<file path="src/rtl/imem_loader.sv">
// Instruction RAM loader: packs a big-endian byte stream into 32-bit words and
// writes them to consecutive word addresses while holding the CPU off fetch.
module imem_loader #(
    parameter int ADDR_WIDTH = 10,
    parameter int CNT_WIDTH  = 11
) (
    input  logic                  clk,
    input  logic                  rst,
    input  logic                  start,
    input  logic [ADDR_WIDTH-1:0] base_addr,
    input  logic [CNT_WIDTH-1:0]  word_count,
    input  logic                  in_valid,
    input  logic [7:0]            in_data,
    output logic                  in_ready,
    output logic                  ram_ena,
    output logic                  ram_wena,
    output logic [ADDR_WIDTH-1:0] ram_addr,
    output logic [31:0]           ram_indata,
    output logic                  cpu_hold,
    output logic                  busy,
    output logic                  done,
    output logic [CNT_WIDTH-1:0]  words_written,
    output logic [31:0]           checksum
);

    typedef enum logic [1:0] {IDLE, RECV, WRITE, DONE} state_t;

    localparam logic [CNT_WIDTH-1:0] MAX_COUNT = CNT_WIDTH'(1) << ADDR_WIDTH;

    state_t                state;
    logic [1:0]            byte_idx;
    logic [CNT_WIDTH-1:0]  word_idx;
    logic [CNT_WIDTH-1:0]  count_q;
    logic [ADDR_WIDTH-1:0] base_q;
    logic [31:0]           asm_q;
    logic [31:0]           asm_next;
    logic [CNT_WIDTH-1:0]  count_sat;

    // A load can never exceed the RAM size, so larger requests are clamped.
    always_comb begin
        count_sat = (word_count > MAX_COUNT) ? MAX_COUNT : word_count;
    end

    always_comb begin
        asm_next = asm_q;
        case (byte_idx)
            2'd0: asm_next[31:24] = in_data;
            2'd1: asm_next[23:16] = in_data;
            2'd2: asm_next[15:8]  = in_data;
            default: asm_next[7:0] = in_data;
        endcase
    end

    // Outputs are registered alongside the state so each one is valid for the
    // whole cycle the state it belongs to is active.
    always_ff @(posedge clk) begin
        if (rst) begin
            state         <= IDLE;
            byte_idx      <= '0;
            word_idx      <= '0;
            count_q       <= '0;
            base_q        <= '0;
            asm_q         <= '0;
            words_written <= '0;
            checksum      <= '0;
            in_ready      <= 1'b0;
            ram_ena       <= 1'b0;
            ram_wena      <= 1'b0;
            ram_addr      <= '0;
            ram_indata    <= '0;
            cpu_hold      <= 1'b0;
            busy          <= 1'b0;
            done          <= 1'b0;
        end else begin
            case (state)
                IDLE: begin
                    if (start) begin
                        base_q        <= base_addr;
                        count_q       <= count_sat;
                        words_written <= '0;
                        checksum      <= '0;
                        word_idx      <= '0;
                        byte_idx      <= '0;
                        busy          <= 1'b1;
                        cpu_hold      <= 1'b1;
                        if (count_sat == '0) begin
                            state <= DONE;
                            done  <= 1'b1;
                        end else begin
                            state    <= RECV;
                            in_ready <= 1'b1;
                        end
                    end
                end
                RECV: begin
                    if (in_valid) begin
                        asm_q    <= asm_next;
                        byte_idx <= byte_idx + 2'd1;
                        if (byte_idx == 2'd3) begin
                            state      <= WRITE;
                            in_ready   <= 1'b0;
                            ram_ena    <= 1'b1;
                            ram_wena   <= 1'b1;
                            ram_addr   <= base_q + word_idx[ADDR_WIDTH-1:0];
                            ram_indata <= asm_next;
                        end
                    end
                end
                WRITE: begin
                    ram_ena       <= 1'b0;
                    ram_wena      <= 1'b0;
                    ram_addr      <= '0;
                    ram_indata    <= '0;
                    checksum      <= checksum + asm_q;
                    words_written <= words_written + CNT_WIDTH'(1);
                    word_idx      <= word_idx + CNT_WIDTH'(1);
                    if ((word_idx + CNT_WIDTH'(1)) == count_q) begin
                        state <= DONE;
                        done  <= 1'b1;
                    end else begin
                        state    <= RECV;
                        byte_idx <= '0;
                        in_ready <= 1'b1;
                    end
                end
                default: begin
                    state    <= IDLE;
                    done     <= 1'b0;
                    cpu_hold <= 1'b0;
                    busy     <= 1'b0;
                end
            endcase
        end
    end

endmodule

</file>
<file path="config.mk">
export PLATFORM = sky130hd
export DESIGN_NAME = imem_loader
export DESIGN_NICKNAME = d
export VERILOG_FILES = /design/src/rtl/imem_loader.sv
export SDC_FILE = /design/constraint.sdc
export NUM_CORES = 1
export LEC_CHECK = 0
export BUFFER_PORTS_ARGS = -buffer_cell sky130_fd_sc_hd__clkbuf_2
export CORE_ASPECT_RATIO = 0.9
export CORE_MARGIN = 5
export CORE_UTILIZATION = 57
export DETAILED_ROUTE_END_ITERATION = 6
export PLACE_DENSITY = 0.8
export SLEW_MARGIN = 20
export SYNTH_ARGS = -nofsm -noshare
export SYNTH_HDL_FRONTEND = slang
export SYNTH_SLANG_ARGS = --single-unit
export TNS_END_PERCENT = 5
</file>
<file path="constraint.sdc">
create_clock -name clk -period 3.8 [get_ports clk]
set_input_delay 0.76 -clock clk [delete_from_list [all_inputs] [get_ports clk]]
set_output_delay 0.76 -clock clk [all_outputs]
set_load 0.05 [all_outputs]
</file>
==> results by group, run 1 <==
Global route
  – First-pass GRT wire length: 33600 um
  – Global route overflow: 0
  – Initial antenna violation count: 0
  – Tot GR Track Use: 0.251
  – Largest net degree at the start of global routing: 71
  – Vias in the first global route: 6835

Setup path
  – CP Max Fanout: 5
  – Slowest cell on crit path: a311o_1
  – Worst reg2reg startpoint: checksum[1]
  – CP startpoint: checksum[1]
  – Critical path type: register to register
  – Slowest stage delay, CP: 0.43 ns
  – Crit end category: register
  – CP Cell Sequence: ha_1 > a211oi_2 > o31a_2 > a21oi_1 > a311o_1 > o311a_1 > a221o_1 > a221oi_2 > xor2_1 > a21oi_1 > o22ai_1
  – Required time worst endpoint: 4.16 ns
  – Delay-heaviest family, CP: compound AO/OA/AOI/OAI gates
  – Startpoint types: register
  – Buf+Inv Stages, Crit Path: 0
  – Worst path arrival time: 3.58 ns
  – Most used cell, CP: a21oi_1

Floorplan
  – Starting Density: 0.582
  – Die height: 123 um
  – Die Wd: 136 um
  – Row count: 41
  – Area of the die: 16800 um^2
  – Area of the core: 14000 um^2
  – I/O Pins: 124

Final layout
  – Layout cells sized above 1: 0.162
  – Antenna cell count: 0
  – Non-filler instance count after layout: 1273
  – Area Overhead vs Synth: 16.8%
  – Final Instance Area: 9530 um^2
  – Nets: 1153

STA
  – Fin crit share: 0.846
  – Clock Skew: 0.0121 ns
  – Final Hold Vio Count: 0
  – Setup_tns: 0 ns
  – F_max: 311 MHz
  – RSZ-0062 raised after global routing: false
  – Max-slew headroom: 0.522
  – Final Worst Setup Slack: 0.586 ns
  – Max Slew Vio Count: 0
  – Period minus WS final: 3.21 ns
  – Tightest Pin Transition: 0.717 ns
  – Setup-failing EPs final: 0

Yosys
  – Synth warn: 0
  – Ys async rst share: 0
  – Top_reg_cell synth: dfxtp_1
  – Register area share after synthesis: 0.385
  – Count of different cell masters after synthesis: 57
  – Synth Instances: 972
  – Mapped cell area: 8160 um^2
  – Flops & latches, synth: 157
  – Synthesized area per cell: 8.39 um^2
  – Syn nets: 1058
  – EDFF count, synth: 0

Outcome
  – Status: finished clean

Placed design
  – Routability Congestion: 0.941
  – Placed cells: 1241
  – Placed inst area: 8900 um^2
  – Detailed Place HPWL: 14700 um
  – IO buf count: 123
  – Setup WS pre-CTS: 0.618 ns

Worst hold path
  – HP Class: register to register
  – Min-delay src: base_q[8]

Detailed routing
  – Mean number of vias per cell: 5.73
  – Detailed-route wire length per cell: 16.5 um
  – Drt drc: 0
  – Antenna viol nets, final: 0
  – Drt first pass iters: 6
  – Vias: 7295
  – Initial DRC Count: 530
  – Drt total wl: 21000 um

Clock tree
  – Clock Tree Root: clkbuf_16
  – H-tree depth: 4
  – CTS sink count: 157
  – Postcts setup bufs: 0
  – Clock-pin slew on the worst setup and hold paths: 0.07 ns
  – Clock Path Buffers: 2
  – Clk_lat worst skew: 0.44 ns
  – TritonCTS clock tree: built
  – CTS Buf Count: 17
  – Hold-fix buffers at CTS: 0
  – Post_cts resized: 0

Power
  – Total power: 4.32 mW
  – Power per standard cell area: 453 nW/um^2
  – Max VDD drop: 0.000352 V
  – Cell leakage power: 4.13 nW

Job
  – Total of max-cap violations: 0
-- worst paths after layout --
path,to,cells after the start,slack (ns)
max reg2reg,checksum[31],11,0.59
min reg2reg,base_q[8],2,0.46
max,checksum[31],11,0.59
min,base_q[8],2,0.46
-- report_power, final --
group / internal, mW / switching (mW) / total (mW)
sequential: 1.73 / 0.0646 / 1.79
clock: 1.09 / 0.707 / 1.80
combinational: 0.218 / 0.512 / 0.730
total: 3.04 / 1.28 / 4.32
-- worst reg2reg max path, cell delays in order, from the launching register on --
cell	delay, ns
dfxtp_1	0.42
ha_1	0.29
a211oi_2	0.19
o31a_2	0.20
a21oi_1	0.10
a311o_1	0.43
o311a_1	0.41
a221o_1	0.42
a221oi_2	0.26
xor2_1	0.21
a21oi_1	0.09
o22ai_1	0.13
-- cell usage after synthesis (2+ instances only) --
| library cell | number | area share |
|---|---|---|
| and2_1 | 7 | 0.0054 |
| a311o_1 | 3 | 0.0037 |
| clkbuf_1 | 51 | 0.023 |
| nand2_1 | 71 | 0.033 |
| buf_1 | 4 | 0.0018 |
| o21ai_1 | 2 | 0.0012 |
| a22oi_1 | 28 | 0.026 |
| xnor2_1 | 35 | 0.038 |
| and3_1 | 9 | 0.0069 |
| mux2i_1 | 32 | 0.039 |
| o21ai_0 | 25 | 0.015 |
| and4_1 | 3 | 0.0032 |
| nor4_1 | 3 | 0.0023 |
| o21bai_1 | 5 | 0.0046 |
| a221oi_1 | 2 | 0.0021 |
| buf_4 | 2 | 0.0018 |
| nand3_1 | 9 | 0.0055 |
| or3_1 | 7 | 0.0054 |
| xor2_1 | 23 | 0.025 |
| a21o_1 | 18 | 0.017 |
| nand4_1 | 6 | 0.0046 |
| nand2b_1 | 5 | 0.0038 |
| o21a_1 | 4 | 0.0037 |
| ha_1 | 51 | 0.078 |
| a21oi_1 | 108 | 0.066 |
| o211ai_1 | 3 | 0.0028 |
| nor2_1 | 144 | 0.066 |
| nor3b_1 | 2 | 0.0018 |
| fa_1 | 2 | 0.0049 |
| a31oi_1 | 5 | 0.0038 |
| inv_1 | 18 | 0.0083 |
| nor3_1 | 43 | 0.026 |
| dfxtp_1 | 157 | 0.39 |
| a221o_1 | 2 | 0.0025 |
| a211oi_1 | 38 | 0.035 |
| a22o_1 | 12 | 0.013 |
| nor2b_1 | 6 | 0.0046 |
| nand3b_1 | 7 | 0.0064 |
| a32oi_1 | 2 | 0.0021 |
-- metal layers --
layer | GRT usage | share of wire | vias up
met5 | 0 | 0 | -
met4 | 0.0844 | 0.015 | 0
met3 | 0.0537 | 0.067 | 24
met2 | 0.385 | 0.44 | 226
met1 | 0.354 | 0.48 | 3374
li1 | - | - | 3671
-- logic make-up (layout without fill, tap and decap cells) --
kind of cell               count (synthesis)  after routing  share of synthesized area
xor gates and xnor gates                  58             58                     0.0623
adders and majority gates                 53             53                     0.0831
and+or+nand+nor                          323            323                      0.176
DFF                                      157            157                      0.385
AOI/OAI and AO/OA                        273            273                      0.217
buffers and inverters                     75            183                     0.0354
muxes                                     33             33                     0.0407
-- placed cells by master (no fill, tap or decap), types with 9 or more instances in the layout --
cell	count
mux2i_1	32
ha_1	50
a21oi_1	107
inv_1	18
clkbuf_2	122
a22oi_1	28
a22o_1	12
xor2_1	23
nor3_1	43
buf_4	10
o21ai_0	25
a21o_1	18
clkbuf_16	17
and3_1	9
xnor2_1	35
nand2_1	71
dfxtp_1	157
nand3_1	9
nor2_1	144
a211oi_1	38
-- final cells by class --
cell class                      instances  area [um^2]
Clock buffer                           20          467
Clock inverter                         12          159
Fill cell                            1191         4480
Inverter                               18         67.6
Multi-Input combinational cell        740         4740
Sequential cell                       157         3140
Tap cell                              193          241
Timing Repair Buffer                  133          706
-- per-stage QoR --
stage / util / hold slack [ns]
global placement: 0.636 / 0.448
global route: 0.680 / 0.483
detailed placement: 0.636 / 0.454
CTS: 0.680 / 0.463
floorplan: - / 0.440
finish: 0.680 / 0.460
-- sequential cells by signal (all words and copies together), names as in the netlist, 10 cells and up --
register / cells
ram_addr: 10
asm_q: 32
word_idx: 11
ram_indata: 32
count_q: 11
words_written: 11
base_q: 10
checksum: 32
No activity file was read; power rests on OpenSTA's default activity.
==> inputs of run 2 (changes only) <==
==> constraint.sdc (replaced) <==
create_clock -name clk -period 3 [get_ports clk]
set_input_delay 0.6 -clock clk [delete_from_list [all_inputs] [get_ports clk]]
set_output_delay 0.6 -clock clk [all_outputs]
set_load 0.05 [all_outputs]
==> run 2 against run 1 <==
  * Via count rose by 3.5%
  * Global-route usage rose by 0.56 points
  * Sequential power grew 27%
  * Setup slack worse by 0.55 ns
  * Critical path depth did not move
  * Register-to-register slack got worse by 0.55 ns
  * Clock power is 22% higher
  * Routed wire length increased by 2.8%
  * Combinational power up 32%
  * Fmax is 8.5% higher
  * Cell count is 1.4% higher
  * Die area unchanged
  * Critical path type unchanged
  * Critical endpoint unchanged
  * Largest power group is now registers
  * Highest routed layer unchanged
==> results by group, run 2 (same netlist as run 1, synthesis figures left out) <==
Global route
  – Largest net degree at the start of global routing: 99 (+39%)
  – Global route overflow: 0 (unchanged)
  – Tot GR Track Use: 0.257 (+0.00560)
  – Vias in the first global route: 6864 (+0.42%)
  – Initial antenna violation count: 0 (unchanged)
  – First-pass GRT wire length: 34400 um (+2.6%)

Setup path
  – Buf+Inv Stages, Crit Path: 0 (unchanged)
  – Required time worst endpoint: 3.35 ns (-0.81 ns)
  – Delay-heaviest family, CP: compound AO/OA/AOI/OAI gates
  – Crit end category: register
  – CP Cell Sequence: ha_1 > nor2_1 > o31a_2 > a21oi_2 > a311o_1 > o311a_1 > a221o_1 > a221oi_2 > xor2_1 > a21oi_1 > o22ai_1
  – CP startpoint: checksum[2]
  – Slowest stage delay, CP: 0.39 ns (-0.04 ns)
  – Worst reg2reg startpoint: checksum[2]
  – CP Max Fanout: 4 (-1)
  – Startpoint types: register
  – Critical path type: register to register
  – Slowest cell on crit path: a221o_1
  – Worst path arrival time: 3.31 ns (-0.27 ns)

Final layout
  – Layout cells sized above 1: 0.197 (+0.0347)
  – Most frequent cells in the layout: nor2_1, dfxtp_1, clkbuf_2, a21oi_1, nand2_1
  – Nets: 1171 (+1.6%)
  – Filler Cells Inserted: 1115 (-6.4%)
  – Non-filler instance count after layout: 1291 (+1.4%)
  – Fin util: 0.698 (+0.0173)
  – Area Overhead vs Synth: 19.8%
  – Antenna cell count: 0 (unchanged)
  – Top Registers: asm_q x32, checksum x32, ram_indata x32

Job
  – Total of max-cap violations: 0 (unchanged)

Floorplan
  – Area of the die: 16800 um^2 (unchanged)
  – Die height: 123 um (unchanged)
  – Area of the core: 14000 um^2 (unchanged)
  – Row count: 41 (unchanged)
  – Starting Density: 0.582 (unchanged)
  – I/O Pins: 124 (unchanged)
  – Die Wd: 136 um (unchanged)

Detailed routing
  – WL met3: 1650 um (+17%)
  – Mean number of vias per cell: 5.85 (+2.1%)
  – Met1 Wirelength: 9840 um (-1.4%)
  – Top Metal Used: met4
  – Drt drc: 0 (unchanged)
  – Drt first pass iters: 6 (unchanged)
  – Vias: 7553 (+3.5%)
  – Met2 routed WL: 9800 um (+5.8%)
  – Drt total wl: 21600 um (+2.8%)
  – Initial DRC Count: 657 (+24%)
  – Detailed-route wire length per cell: 16.7 um (+1.4%)
  – Antenna viol nets, final: 0 (unchanged)

Outcome
  – Status: finished clean

Power
  – Total power: 5.43 mW (+26%)
  – Power per standard cell area: 555 nW/um^2 (+22%)
  – Cell leakage power: 4.22 nW (+2.1%)
  – Max VDD drop: 0.000526 V (+49%)

Worst hold path
  – HP Class: input pin to register
  – Min-delay src: base_addr[0]

STA
  – Hold WS: 0.392 ns (-0.0678 ns)
  – RSZ-0062 raised after global routing: true
  – Tightest Pin Transition: 1.13 ns (+0.414 ns)
  – Max-slew headroom: 0.243 (-0.279)
  – Max Slew Vio Count: 0 (unchanged)
  – Fin crit share: 0.988 (+0.142)
  – Clock Skew: 0.0102 ns (-0.00190 ns)
  – Final Worst Setup Slack: 0.0367 ns (-0.549 ns)
  – Period minus WS final: 2.96 ns (-0.251 ns)
  – Final Hold Vio Count: 0 (unchanged)
  – F_max: 337 MHz (+8.5%)
  – Setup-failing EPs final: 0 (unchanged)

Placed design
  – Setup WS pre-CTS: -0.0758 ns (-0.694 ns)
  – IO buf count: 123 (unchanged)
  – Detailed Place HPWL: 15300 um (+4.1%)
  – Placed cells: 1258 (+1.4%)
  – Routability Congestion: 0.902 (-4.2%)

Clock tree
  – Clock Tree Root: clkbuf_16
  – CTS Buf Count: 17 (unchanged)
  – Clk_lat worst skew: 0.43 ns (about the same)
  – H-tree depth: 4 (unchanged)
  – Clock Path Buffers: 2 (unchanged)
  – CTS sink count: 157 (unchanged)
  – Clock-pin slew on the worst setup and hold paths: 0.06 ns (about the same)
  – TritonCTS clock tree: built
==> run 2: changes by cell type in the layout (fill, tap and decap cells not counted), sizes merged <==
cell,previous run,this run
inv,20,19
clkbuf,142,145
bufinv,3,2
buf,11,29
clkinv,5,4
==> run 2: layout make-up <==
class	count	area, um^2	area share
Multi-Input combinational cell	740	4820	0.493
Clock inverter	9	108	0.0110
Inverter	18	67.6	0.00692
Tap cell	193	241	0.0247
Clock buffer	23	498	0.0510
Timing Repair Buffer	151	866	0.0886
Sequential cell	157	3170	0.324
==> run 2: routing by layer <==
| metal | vias to the layer above | global-route usage |
|---|---|---|
| li1 | 3729 | - |
| met1 | 3525 | 0.356 |
| met2 | 274 | 0.406 |
| met3 | 25 | 0.0618 |
| met4 | 0 | 0.0630 |
| met5 | - | 0 |
==> run 2: worst paths after layout <==
path | end | slack, ns | cells past startpoint
max | checksum[31] | 0.04 | 11
min reg2reg | base_q[8] | 0.46 | 2
max reg2reg | checksum[31] | 0.04 | 11
min | base_q[0] | 0.39 | 3
==> run 2: power by group <==
group / internal, mW / total, mW / leakage, nW / switching (mW)
registers: 2.19 / 2.27 / 1.28 / 0.0832
logic: 0.303 / 0.965 / 2.65 / 0.662
clock network: 1.34 / 2.19 / 0.296 / 0.855
==> run 2: through the flow <==
stage               TNS [ns]  cell area, um^2
CTS                        0             9690
global placement    -0.00338             9080
detailed placement    -0.109             9080
global route         -0.0464             9770
floorplan            -0.0191             8180
finish                     0             9770
==> run 2: repair_timing <==
item / 4_1_cts / 5_1_grt
buffers inserted: 1 / 0
gates resized for setup: 0 / 13
endpoints found under the hold margin: 0 / 0
setup endpoints to repair: 4 / 4
hold buffers: 0 / 0
pin swaps: 6 / 10
==> run 2: worst min-delay path, stage by stage <==
cell and delay (ns):
clkbuf_2 0.08, nand2_1 0.04, a21oi_1 0.05
==> inputs of run 3 (changes only) <==
--- a/config.mk
+++ b/config.mk
@@ -10,7 +10,7 @@
 export CORE_MARGIN = 5
 export CORE_UTILIZATION = 57
 export DETAILED_ROUTE_END_ITERATION = 6
-export PLACE_DENSITY = 0.8
+export PLACE_DENSITY = 0.86
 export SLEW_MARGIN = 20
 export SYNTH_ARGS = -nofsm -noshare
 export SYNTH_HDL_FRONTEND = slang
==> run 3 against run 2 <==
  * Utilization stayed put
  * Design area stayed put
  * Count of clock-buffer cells in the layout up 2
  * Critical path depth unchanged
  * Sequential power barely moved
  * Cell count unchanged
  * Clock skew down 0.0030 ns
  * Combinational power is 0.4% lower
  * Sequential cell count is the same
  * Clock power rose by 4%
  * Die area stayed put
  * Largest cell class unchanged
  * Largest power group unchanged
==> results by group, run 3 (same netlist as run 1, synthesis figures left out) <==
Outcome
  – Status: finished clean

Final layout
  – Most frequent cells in the layout: nor2_1, dfxtp_1, clkbuf_2, a21oi_1, nand2_1
  – Area Overhead vs Synth: 19.8% (unchanged)
  – Layout cells sized above 1: 0.195 (-0.00182)
  – Non-filler instance count after layout: 1291 (unchanged)
  – Nets: 1172 (+0.085%)
  – Commonest non-fill, non-tap cell in the layout: nor2_1
  – Antenna cell count: 0 (unchanged)
  – Fin util: 0.698 (unchanged)
  – Top Registers: asm_q x32, checksum x32, ram_indata x32

Worst hold path
  – Worst Hold End: base_q[4]
  – HP Class: input pin to register
  – Hold path cells: 3 (unchanged)
  – Min-delay src: base_addr[4]

Detailed routing
  – Drt first pass iters: 5 (-1)
  – Vias: 7559 (+0.079%)
  – Detailed-route wire length per cell: 16.9 um (+1.4%)
  – Initial DRC Count: 682 (+3.8%)
  – Antenna viol nets, final: 0 (unchanged)
  – Mean number of vias per cell: 5.86 (about the same)
  – Drt drc: 0 (unchanged)
  – Drt total wl: 21900 um (+1.4%)

Setup path
  – CP Max Fanout: 3 (-1)
  – Flop2flop setup slack: 0.04 ns (about the same)
  – Crit end category: register
  – Reg-to-reg critical path endpoint: checksum[31]
  – Critical path type: register to register
  – Required time worst endpoint: 3.35 ns (about the same)
  – FF-to-FF path depth: 11 (unchanged)
  – Worst path arrival time: 3.32 ns (about the same)
  – Startpoint types: register
  – Worst reg2reg startpoint: checksum[5]

Global route
  – Vias in the first global route: 6998 (+2.0%)
  – Tot GR Track Use: 0.258 (+0.00121)
  – Initial antenna violation count: 0 (unchanged)
  – Largest net degree at the start of global routing: 65 (-34%)
  – Global route overflow: 0 (unchanged)
  – First-pass GRT wire length: 34500 um (+0.18%)

STA
  – Fin crit share: 0.988 (about the same)
  – Setup-failing EPs final: 0 (unchanged)
  – Period minus WS final: 2.96 ns (+0.000189 ns)
  – Hold WS: 0.384 ns (-0.00849 ns)
  – Final Worst Setup Slack: 0.0365 ns (-0.000189 ns)
  – Max-slew headroom: 0.272 (+0.0287)
  – Max Slew Vio Count: 0 (unchanged)
  – Final Hold Vio Count: 0 (unchanged)
  – F_max: 337 MHz (about the same)
  – Tightest Pin Transition: 1.09 ns (-0.0428 ns)
  – RSZ-0062 raised after global routing: true
  – Clock Skew: 0.00724 ns (-0.00300 ns)

Placed design
  – Detailed Place HPWL: 15200 um (-0.39%)
  – Routability Congestion: 0.962 (+6.7%)
  – Placed cells: 1260 (+0.16%)
  – IO buf count: 123 (unchanged)
  – Setup WS pre-CTS: -0.0706 ns (+0.00520 ns)

Floorplan
  – Area of the die: 16800 um^2 (unchanged)
  – Die height: 123 um (unchanged)
  – Area of the core: 14000 um^2 (unchanged)
  – Starting Density: 0.582 (unchanged)
  – Row count: 41 (unchanged)
  – I/O Pins: 124 (unchanged)
  – Die Wd: 136 um (unchanged)

Clock tree
  – Clock Path Buffers: 2 (unchanged)
  – Clk_lat worst skew: 0.43 ns (about the same)
  – H-tree depth: 4 (unchanged)
  – CTS Buf Count: 17 (unchanged)
  – TritonCTS clock tree: built
  – Clock-pin slew on the worst setup and hold paths: 0.06 ns (about the same)
  – CTS sink count: 157 (unchanged)
  – Clock Tree Root: clkbuf_16

Power
  – Max VDD drop: 0.000487 V (-7.3%)
  – Cell leakage power: 4.22 nW (about the same)
  – Total power: 5.50 mW (+1.5%)
  – Power per standard cell area: 563 nW/um^2 (+1.5%)

Job
  – Total of max-cap violations: 0 (unchanged)
run 3: changes by cell type in the layout (fill, tap and decap cells not counted), sizes merged:
cell and delta:
bufinv +1, buf +1, clkinv -1, clkbuf +2, clkinvlp -2, inv -1
run 3: layout make-up:
type	instances	area [um^2]
fillers	1098	4230
inverters	18	67.6
clock buffers	25	517
repair buffers	152	836
flip-flops and latches	157	3170
multi-input cells	740	4830
well taps	193	241
clock inverters	6	105
run 3: routing by layer:
metal	GRT usage	vias up	wire length, um
met5	0	-	0
met4	0.0982	0	520
met3	0.0602	46	1500
met2	0.395	250	9620
met1	0.356	3554	10200
li1	-	3709	-
run 3: report_power, final:
group | switching [mW] | internal (mW)
logic | 0.667 | 0.294
clock network | 0.836 | 1.44
registers | 0.0819 | 2.19
total | 1.59 | 3.92
run 3: worst max path at each step:
stage	startpoint	to	slack, ns	cells past startpoint
after global routing	asm_q[1]	checksum[31]	-0.07	11
final	checksum[5]	checksum[31]	0.04	11
after global placement	checksum[1]	checksum[31]	0.02	11
after CTS	checksum[1]	checksum[31]	0.02	11
after floorplan	checksum[4]	checksum[31]	-0.02	11
after detailed placement	checksum[4]	checksum[31]	-0.07	11
run 3: metrics by stage:
stage / setup TNS [ns] / instance area, um^2
floorplan: -0.0191 / 8180
global route: -0.0890 / 9770
CTS: 0 / 9690
detailed placement: -0.0706 / 9050
finish: 0 / 9770
global placement: 0 / 9050
run 3: repair_timing:
| action | CTS | global route |
|---|---|---|
| setup buffers | 0 | 0 |
| pin swaps | 5 | 14 |
| resized for setup | 1 | 12 |
| setup endpoints to repair | 4 | 5 |
| hold buffers | 0 | 0 |
run 3: critical path, cell delays in order, from the launching register on:
cell and delay (ns):
dfxtp_4 0.36, ha_4 0.23, o21a_1 0.18, o211ai_1 0.21
a21oi_2 0.07, a311o_1 0.28, o311a_1 0.38, a221o_1 0.41
a221oi_2 0.28, xor2_1 0.21, a21oi_1 0.09, o22ai_1 0.19
